===== config.mk =====
export PLATFORM = sky130hd
export DESIGN_NAME = spi_txn_sequencer_flat
export DESIGN_NICKNAME = d
export VERILOG_FILES = /design/src/rtl/spi_txn_sequencer_pkg.sv /design/src/rtl/spi_txn_sequencer_if.sv /design/src/rtl/spi_txn_sequencer_fifo.sv /design/src/rtl/spi_txn_sequencer.sv /design/src/flat_wrapper.sv
export SDC_FILE = /design/constraint.sdc
export NUM_CORES = 1
export LEC_CHECK = 0
export ABC_CLOCK_PERIOD_IN_PS = 2800
export BUFFER_PORTS_ARGS = -buffer_cell sky130_fd_sc_hd__buf_2
export CAP_MARGIN = 0
export CORE_ASPECT_RATIO = 0.7
export CORE_MARGIN = 5
export CORE_UTILIZATION = 40
export DETAILED_ROUTE_END_ITERATION = 16
export GPL_ROUTABILITY_DRIVEN = 0
export PLACE_DENSITY = 0.58
export SYNTH_ARGS = -nofsm -noshare
export SYNTH_HDL_FRONTEND = slang
export SYNTH_SLANG_ARGS = --single-unit

===== constraint.sdc =====
create_clock -name clk -period 2.8 [get_ports clk]
set_clock_uncertainty 0.1 [all_clocks]
set_input_delay 0.42 -clock clk [delete_from_list [all_inputs] [get_ports clk]]
set_output_delay 0.42 -clock clk [all_outputs]
set_load 0.02 [all_outputs]

===== src/rtl/spi_txn_sequencer_pkg.sv =====
// Shared ctrl encodings and sequencer state type.
// The SPI master imports the same constants, so both sides agree on ctrl values.
package spi_pkg;

    localparam logic [31:0] CTRL_IDLE = 32'd0;
    localparam logic [31:0] CTRL_CONF = 32'd1;
    localparam logic [31:0] CTRL_TRAN = 32'd2;

    typedef enum logic [2:0] {
        IDLE    = 3'd0,
        LOAD    = 3'd1,
        START   = 3'd2,
        WAIT    = 3'd3,
        CAPTURE = 3'd4
    } seq_state_t;

endpackage


===== src/rtl/spi_txn_sequencer_if.sv =====
// Bundle of the command stream, response stream and SPI-master-facing signals.
// The master modport is the sequencer side; the slave modport is its environment.
interface spi_txn_sequencer_if;

    logic        cmd_valid;
    logic [31:0] cmd_data;
    logic        cmd_ready;
    logic        rsp_valid;
    logic [31:0] rsp_data;
    logic        rsp_ready;
    logic [31:0] spi_ctrl;
    logic [31:0] spi_data_tx;
    logic [31:0] spi_data_rd;
    logic        spi_cs_n;
    logic        busy;
    logic        timeout_err;

    modport master (
        input  cmd_valid, cmd_data, rsp_ready, spi_data_rd, spi_cs_n,
        output cmd_ready, rsp_valid, rsp_data, spi_ctrl, spi_data_tx, busy, timeout_err
    );

    modport slave (
        output cmd_valid, cmd_data, rsp_ready, spi_data_rd, spi_cs_n,
        input  cmd_ready, rsp_valid, rsp_data, spi_ctrl, spi_data_tx, busy, timeout_err
    );

endinterface


===== src/rtl/spi_txn_sequencer_fifo.sv =====
// Single-clock show-ahead FIFO used to queue TX command words.
// DEPTH must be a power of two so the pointers wrap for free.
module sync_fifo #(
    parameter int WIDTH = 32,
    parameter int DEPTH = 4
) (
    input  logic             clk,
    input  logic             rst,
    input  logic             push,
    input  logic [WIDTH-1:0] din,
    input  logic             pop,
    output logic             full,
    output logic             empty,
    output logic [WIDTH-1:0] dout
);

    localparam int AW = $clog2(DEPTH);
    localparam int CW = AW + 1;

    logic [WIDTH-1:0] mem_r [DEPTH];
    logic [AW-1:0]    wr_ptr_r;
    logic [AW-1:0]    rd_ptr_r;
    logic [CW-1:0]    count_r;
    logic             do_push_s;
    logic             do_pop_s;

    assign do_push_s = push && !full;
    assign do_pop_s  = pop && !empty;
    assign full      = (count_r == CW'(DEPTH));
    assign empty     = (count_r == {CW{1'b0}});
    assign dout      = mem_r[rd_ptr_r];

    // Pointer and occupancy tracking; simultaneous push and pop leave the count unchanged.
    always_ff @(posedge clk) begin
        if (rst) begin
            wr_ptr_r <= {AW{1'b0}};
            rd_ptr_r <= {AW{1'b0}};
            count_r  <= {CW{1'b0}};
        end else begin
            if (do_push_s) begin
                wr_ptr_r <= wr_ptr_r + AW'(1);
            end
            if (do_pop_s) begin
                rd_ptr_r <= rd_ptr_r + AW'(1);
            end
            case ({do_push_s, do_pop_s})
                2'b10:   count_r <= count_r + CW'(1);
                2'b01:   count_r <= count_r - CW'(1);
                default: count_r <= count_r;
            endcase
        end
    end

    // Storage needs no reset: an entry is only read after it has been written.
    always_ff @(posedge clk) begin
        if (do_push_s) begin
            mem_r[wr_ptr_r] <= din;
        end
    end

endmodule


===== src/rtl/spi_txn_sequencer.sv =====
// Sequences CONF/TRAN ctrl commands to the SPI master for each queued TX word
// and returns the word read back once cs_n shows the transfer has ended.
module spi_txn_sequencer
    import spi_pkg::*;
#(
    parameter int CMD_DEPTH     = 4,
    parameter int CONF_CYCLES   = 2,
    parameter int START_TIMEOUT = 64
) (
    input  logic                 clk,
    input  logic                 rst,
    spi_txn_sequencer_if.master  bus
);

    localparam int CNT_MAX = (CONF_CYCLES > START_TIMEOUT) ? CONF_CYCLES : START_TIMEOUT;
    localparam int CNT_W   = $clog2(CNT_MAX) + 1;
    localparam logic [CNT_W-1:0] CONF_LAST  = CNT_W'(CONF_CYCLES - 1);
    localparam logic [CNT_W-1:0] START_LAST = CNT_W'(START_TIMEOUT - 1);

    seq_state_t       state_r;
    seq_state_t       state_s;
    logic [CNT_W-1:0] cnt_r;
    logic [31:0]      spi_ctrl_r;
    logic [31:0]      spi_ctrl_s;
    logic [31:0]      spi_data_tx_r;
    logic [31:0]      rsp_data_r;
    logic             rsp_valid_r;
    logic             timeout_err_r;
    logic             timeout_s;
    logic             pop_s;
    logic             fifo_full_s;
    logic             fifo_empty_s;
    logic [31:0]      fifo_dout_s;

    sync_fifo #(
        .WIDTH (32),
        .DEPTH (CMD_DEPTH)
    ) u_cmd_fifo (
        .clk   (clk),
        .rst   (rst),
        .push  (bus.cmd_valid && !fifo_full_s),
        .din   (bus.cmd_data),
        .pop   (pop_s),
        .full  (fifo_full_s),
        .empty (fifo_empty_s),
        .dout  (fifo_dout_s)
    );

    // Next-state decode; spi_ctrl_s is the ctrl value for the state being entered.
    always_comb begin
        state_s    = state_r;
        spi_ctrl_s = CTRL_IDLE;
        pop_s      = 1'b0;
        timeout_s  = 1'b0;
        case (state_r)
            IDLE: begin
                // Holding off while a response is pending keeps it from being overwritten.
                if (!fifo_empty_s && !rsp_valid_r) begin
                    pop_s      = 1'b1;
                    state_s    = LOAD;
                    spi_ctrl_s = CTRL_CONF;
                end else begin
                    state_s    = IDLE;
                end
            end
            LOAD: begin
                if (cnt_r == CONF_LAST) begin
                    state_s    = START;
                    spi_ctrl_s = CTRL_TRAN;
                end else begin
                    spi_ctrl_s = CTRL_CONF;
                end
            end
            START: begin
                if (!bus.spi_cs_n) begin
                    state_s = WAIT;
                end else if (cnt_r == START_LAST) begin
                    state_s   = IDLE;
                    timeout_s = 1'b1;
                end else begin
                    spi_ctrl_s = CTRL_TRAN;
                end
            end
            WAIT: begin
                // ctrl stays 0 here so the master cannot re-launch from its SET state.
                if (bus.spi_cs_n) begin
                    state_s = CAPTURE;
                end else begin
                    state_s = WAIT;
                end
            end
            CAPTURE: begin
                state_s = IDLE;
            end
            default: begin
                state_s = IDLE;
            end
        endcase
    end

    // State register, dwell counter and registered SPI-side outputs.
    always_ff @(posedge clk) begin
        if (rst) begin
            state_r       <= IDLE;
            cnt_r         <= {CNT_W{1'b0}};
            spi_ctrl_r    <= CTRL_IDLE;
            spi_data_tx_r <= 32'd0;
            timeout_err_r <= 1'b0;
        end else begin
            state_r       <= state_s;
            cnt_r         <= (state_s != state_r) ? {CNT_W{1'b0}} : cnt_r + CNT_W'(1);
            spi_ctrl_r    <= spi_ctrl_s;
            timeout_err_r <= timeout_s;
            if (pop_s) begin
                spi_data_tx_r <= fifo_dout_s;
            end
        end
    end

    // Response holding register: loaded in CAPTURE, released by the consumer handshake.
    always_ff @(posedge clk) begin
        if (rst) begin
            rsp_valid_r <= 1'b0;
            rsp_data_r  <= 32'd0;
        end else if (state_r == CAPTURE) begin
            rsp_valid_r <= 1'b1;
            rsp_data_r  <= bus.spi_data_rd;
        end else if (rsp_valid_r && bus.rsp_ready) begin
            rsp_valid_r <= 1'b0;
        end
    end

    assign bus.cmd_ready   = !fifo_full_s;
    assign bus.rsp_valid   = rsp_valid_r;
    assign bus.rsp_data    = rsp_data_r;
    assign bus.spi_ctrl    = spi_ctrl_r;
    assign bus.spi_data_tx = spi_data_tx_r;
    assign bus.busy        = (state_r != IDLE) || !fifo_empty_s;
    assign bus.timeout_err = timeout_err_r;

endmodule


===== src/flat_wrapper.sv =====
// flat-port wrapper written by rule: the top's interface ports become plain ports
module spi_txn_sequencer_flat import spi_pkg::*;
#(
    parameter int CMD_DEPTH     = 4,
    parameter int CONF_CYCLES   = 2,
    parameter int START_TIMEOUT = 64
)
  (clk, rst, bus_cmd_valid, bus_cmd_data, bus_rsp_ready, bus_spi_data_rd, bus_spi_cs_n, bus_cmd_ready, bus_rsp_valid, bus_rsp_data, bus_spi_ctrl, bus_spi_data_tx, bus_busy, bus_timeout_err);
  spi_txn_sequencer_if bus_i ();
  input  logic clk;
  input  logic rst;
  input wire logic [$bits(bus_i.cmd_valid)-1:0] bus_cmd_valid;
  input wire logic [$bits(bus_i.cmd_data)-1:0] bus_cmd_data;
  input wire logic [$bits(bus_i.rsp_ready)-1:0] bus_rsp_ready;
  input wire logic [$bits(bus_i.spi_data_rd)-1:0] bus_spi_data_rd;
  input wire logic [$bits(bus_i.spi_cs_n)-1:0] bus_spi_cs_n;
  output wire logic [$bits(bus_i.cmd_ready)-1:0] bus_cmd_ready;
  output wire logic [$bits(bus_i.rsp_valid)-1:0] bus_rsp_valid;
  output wire logic [$bits(bus_i.rsp_data)-1:0] bus_rsp_data;
  output wire logic [$bits(bus_i.spi_ctrl)-1:0] bus_spi_ctrl;
  output wire logic [$bits(bus_i.spi_data_tx)-1:0] bus_spi_data_tx;
  output wire logic [$bits(bus_i.busy)-1:0] bus_busy;
  output wire logic [$bits(bus_i.timeout_err)-1:0] bus_timeout_err;
  assign bus_i.cmd_valid = bus_cmd_valid;
  assign bus_i.cmd_data = bus_cmd_data;
  assign bus_i.rsp_ready = bus_rsp_ready;
  assign bus_i.spi_data_rd = bus_spi_data_rd;
  assign bus_i.spi_cs_n = bus_spi_cs_n;
  assign bus_cmd_ready = bus_i.cmd_ready;
  assign bus_rsp_valid = bus_i.rsp_valid;
  assign bus_rsp_data = bus_i.rsp_data;
  assign bus_spi_ctrl = bus_i.spi_ctrl;
  assign bus_spi_data_tx = bus_i.spi_data_tx;
  assign bus_busy = bus_i.busy;
  assign bus_timeout_err = bus_i.timeout_err;
  spi_txn_sequencer #(.CMD_DEPTH(CMD_DEPTH), .CONF_CYCLES(CONF_CYCLES), .START_TIMEOUT(START_TIMEOUT)) u_core (.clk(clk), .rst(rst), .bus(bus_i));
endmodule

==> impl_summary.md <==
Global routing
Summed over all layers, the global routing overflow is 0. The initial antenna violation count is 4. The global-route wire length before repair is 26.7 mm. The overall routing resource usage is 14.4%. The number of global-route vias before repair is between 4000 and 5000. The pin count of the biggest net entering global routing is between 50 and 60.

Worst setup path
The worst path arrival time is 2840 ps. The element type at the critical path end is a register. In this run the worst path has a maximum fanout of 6. The data required time of the critical path is 3120 ps.

Together, buffers and inverters on the worst path number 2. Tracing the worst setup path back leads to its startpoint at u_core.u_cmd_fifo.count_r[2]$_SDFFE_PP0P_. The most common cell type on the critical path is sky130_fd_sc_hd__inv_1. The start of the worst register-to-register path is u_core.u_cmd_fifo.count_r[2]$_SDFFE_PP0P_. STA classifies the critical path startpoint as a register.

The top cell family by delay on the critical path is simple AND/OR/NAND/NOR gates. The startpoint-to-endpoint class of the critical path is register to register. In this design, the stage delay of the slowest critical-path cell is 440 ps.

Walking the worst path, the cells encountered are or3b_1, and2_1, inv_1, ha_1, inv_1, fa_1, xor2_1, or3_1, a21oi_1. The slowest stage of the critical path is the sky130_fd_sc_hd__or3b_1 cell.

Route
The number of optimization iterations in the first detailed-route pass is 5. In this run the remaining antenna-violating nets after routing total 0. Across all layers, the routed design uses 4904 vias. Dividing the detail-routed wire length by the instance count gives roughly 17 um. The post-route DRC violation count is 0. The total routed wirelength is between 15 and 20 mm. The iteration-0 DRC count of the detailed router is 282. The average vias per placed instance is 4.83.

Clock network
Clock-pin slew was measured on the worst setup and hold paths at about 60 ps. The maximum clock insertion buffer count is 3. Clock tree synthesis inserted a total of 21 buffers. The number of hold buffers added after CTS was 0. The deepest level of the CTS H-tree is 1.

The clock reaches the later pin of the worst-skew pair after 490 ps. TritonCTS built the clock tree. The total setup buffers inserted after CTS is 0.

The tree is rooted in a sky130_fd_sc_hd__clkbuf_16. CTS saw 213 sinks. The post-cts resize count is 0.

Power and ir drop
The net switching power is 2860 uW. For this design the ratio of total power to cell area is 971 nW/um^2. Net switching is 30.6% of the power. The combinational cell fraction of total power is 25.6%. The sum of internal, switching and leakage power is between 9000 and 10000 uW. Across the VDD grid, the largest voltage drop is between 500 and 600 uV. The leakage power is 0.00359 uW. The clock group share of total power is between 30 and 40%.

The internal portion of total power is 6500 uW. The part of the total power dissipated in sequential elements is 43.3%.

Job
Across the run, the number of max-cap violations was 0.

Synth
The complex-gate fraction of the synthesized area is around 5.5%. The post-synthesis area per instance is between 10 and 15 um^2. Synthesis produced a netlist whose cell count is about 600. After synthesis, flip-flops and latches occupy 68.4% of the total area. Measured against the total synthesized area, the mux share comes to 8.89%. The parity-gate share of the synthesized area counting xor and xnor cells is 0.973%. The cell area after synthesis is 8100 um^2. The flip-flop and latch count after synthesis is 213. The distinct cell type count after synthesis is 40. The total of warnings raised by yosys is 0. Summing the areas of all and, or, nand and nor instances in the mapped netlist gives 9.47% of the synthesized area. By area, the combinational part of the netlist is dominated by simple AND/OR/NAND/NOR gates. Summing the areas of all fa, ha and maj instances in the mapped netlist gives 1.33% of the synthesized area.

Cells and area
The final cell count without fillers is 1015. Fill cells in the final layout number between 1500 and 2000. The library cell used most frequently in the layout, excluding fill and tap cells, is sky130_fd_sc_hd__buf_2.

The multi-input gate area in the final layout is 2240 um^2. The share of the core filled with cells is roughly half. The area growth from synthesis to final layout is 19.0%. Summing all flip-flop and latch instances after layout gives about 5500 um^2. The repair_antennas step left the layout with diodes totalling 0.

The net total in the final layout is 808. In the final layout, the share of cells above drive strength 1 is 30.2%. The top cell types in the final layout, fill and taps aside, are sky130_fd_sc_hd__buf_2 (138), sky130_fd_sc_hd__nand2_1 (133), sky130_fd_sc_hd__edfxtp_1 (128), sky130_fd_sc_hd__dfxtp_1 (83), sky130_fd_sc_hd__a21oi_1 (70).

Die
The floorplan core area is 19900 um^2. Measured along the y axis, the die boundary spans approximately 130 um. The number of rows in the core area is 43. The area enclosed by the die boundary is 23200 um^2.

The initial utilization of the core area, before any placement, comes to roughly 40%. The die is 180 um wide. In this run the count of I/O pins placed on the die edge is 169.

Placement
The count of buffers added on input and output ports is 138. The setup slack after placement is 279 ps. The number of placed instances with taps included is 978.

The post-detailed-placement half-perimeter wirelength is 11.0 mm.

Timing
The minimum clock period after layout is 2530 ps. The worst pin sits at a relative slew slack of a little under two fifths. The aggregate negative setup slack is 0 ps. The final worst-path setup slack is roughly 270 ps. The final critical path takes up 90.2% of the cycle.

The number of hold-slack violations in the final timing report is 0. The final number of max-transition violations is 0. The number of endpoints failing setup at the final stage is 0. Setup repair after global routing left no endpoint under its margin. The slew of the pin with the lowest slew margin is 949 ps. Timing would allow up to 396 MHz.

Worst hold path
The hold path startpoint is bus_cmd_data[24]. The kind of path behind the tightest hold check is input pin to register.

Run status
The flow ran to the end, and the final reports show no timing, DRC or antenna violations.
==> final timing paths <==
check / to / slack, ps / cells after the start
max reg2reg: u_core.u_cmd_fifo.count_r[2]$_SDFFE_PP0P_ / 270 / 9
min: u_core.u_cmd_fifo.mem_r[3][24]$_DFFE_PP_ / 50 / 1
min reg2reg: u_core.bus.spi_data_tx[18]$_SDFFE_PP0N_ / 350 / 2
max: u_core.u_cmd_fifo.count_r[2]$_SDFFE_PP0P_ / 270 / 9
==> cell families after synthesis <==
group / after synthesis
XOR/XNOR: 9
flip-flops: 213
adder cells (fa/ha/maj): 8
other: 1
multiplexers: 32
AND/OR/NAND/NOR: 179
buffers and inverters: 70
AO/OA/AOI/OAI: 82
==> registers in the layout, indices dropped and copies added, names as in the netlist <==
name                        cells
u_core.bus.spi_data_tx         32
u_core.u_cmd_fifo.rd_ptr_r      2
u_core.state_r                  3
u_core.u_cmd_fifo.mem_r       128
u_core.u_cmd_fifo.count_r       3
u_core.u_cmd_fifo.wr_ptr_r      2
u_core.bus.rsp_data            32
u_core.bus.rsp_valid            1
u_core.bus.timeout_err          1
u_core.bus.spi_ctrl             2
u_core.cnt_r                    7
==> cells in the mapped netlist <==
cell                       instances  area (um^2)
sky130_fd_sc_hd__nand2_1         133          499
sky130_fd_sc_hd__edfxtp_1        128         3840
sky130_fd_sc_hd__dfxtp_1          85         1700
sky130_fd_sc_hd__a21oi_1          70          350
sky130_fd_sc_hd__buf_4            33          248
sky130_fd_sc_hd__mux4_2           32          721
sky130_fd_sc_hd__buf_2            16         80.1
sky130_fd_sc_hd__nor2_1           13         48.8
sky130_fd_sc_hd__clkbuf_1          8         30.0
sky130_fd_sc_hd__inv_1             8         30.0
sky130_fd_sc_hd__ha_1              7         87.6
sky130_fd_sc_hd__and3_1            6         37.5
sky130_fd_sc_hd__nor3_1            6         30.0
sky130_fd_sc_hd__xor2_1            5         43.8
sky130_fd_sc_hd__nand3_1           4         20.0
sky130_fd_sc_hd__xnor2_1           4         35.0
sky130_fd_sc_hd__buf_6             3         33.8
sky130_fd_sc_hd__o21ai_0           3         15.0
sky130_fd_sc_hd__or3_1             3         18.8
sky130_fd_sc_hd__a21oi_2           2         17.5
sky130_fd_sc_hd__and2_1            2         12.5
sky130_fd_sc_hd__nand3b_1          2         15.0
sky130_fd_sc_hd__nor4_1            2         12.5
sky130_fd_sc_hd__o21a_1            2         15.0
sky130_fd_sc_hd__or2_2             2         12.5
sky130_fd_sc_hd__a211oi_1          1         7.51
sky130_fd_sc_hd__a211oi_2          1         12.5
sky130_fd_sc_hd__a21boi_0          1         7.51
sky130_fd_sc_hd__a32oi_2           1         16.3
sky130_fd_sc_hd__buf_1             1         3.75
sky130_fd_sc_hd__clkinv_2          1         5.00
sky130_fd_sc_hd__conb_1            1         3.75
sky130_fd_sc_hd__fa_1              1         20.0
sky130_fd_sc_hd__nand2_2           1         6.26
sky130_fd_sc_hd__nand2b_1          1         6.26
sky130_fd_sc_hd__nor2b_1           1         6.26
sky130_fd_sc_hd__nor4_4            1         21.3
sky130_fd_sc_hd__o31ai_1           1         7.51
sky130_fd_sc_hd__or3_4             1         11.3
sky130_fd_sc_hd__or3b_1            1         8.76
==> through the flow <==
stage / area, um^2 / hold WS (ps)
after CTS: 9640 / 27.8
after floorplan: 8210 / 356
after global placement: 8920 / 338
final: 9640 / 50.3
after global routing: 9640 / 26.2
after detailed placement: 8920 / 344
==> power by group through the flow <==
stage                     Combinational, uW  Clock [uW]  Sequential, uW
after global placement                 2410           0            4100
final                                  2400        2910            4050
after floorplan                        1640           0            4220
after detailed placement               2450           0            4130
after CTS                              2460        2980            4070
after global routing                   2670        3100            4120
==> area by class of cell <==
| class | count | share of cell area, % |
|---|---|---|
| inverters | 9 | 0.363 |
| multi-input cells | 340 | 23.2 |
| clock inverters | 12 | 1.70 |
| clock buffers | 25 | 5.71 |
| flip-flops and latches | 213 | 57.6 |
| well taps | 270 | 3.50 |
| repair buffers | 146 | 7.92 |
==> metal layers <==
metal	share of wire [%]	vias to the layer above	routed length, um	GRT usage [%]
li1	-	2324	-	-
met2	47	142	8050	23.8
met1	44	2396	7550	19.1
met4	2.4	8	411	3.60
met3	6.5	34	1110	3.98
met5	0.27	-	46	0
(Power assumes the default switching activity.)
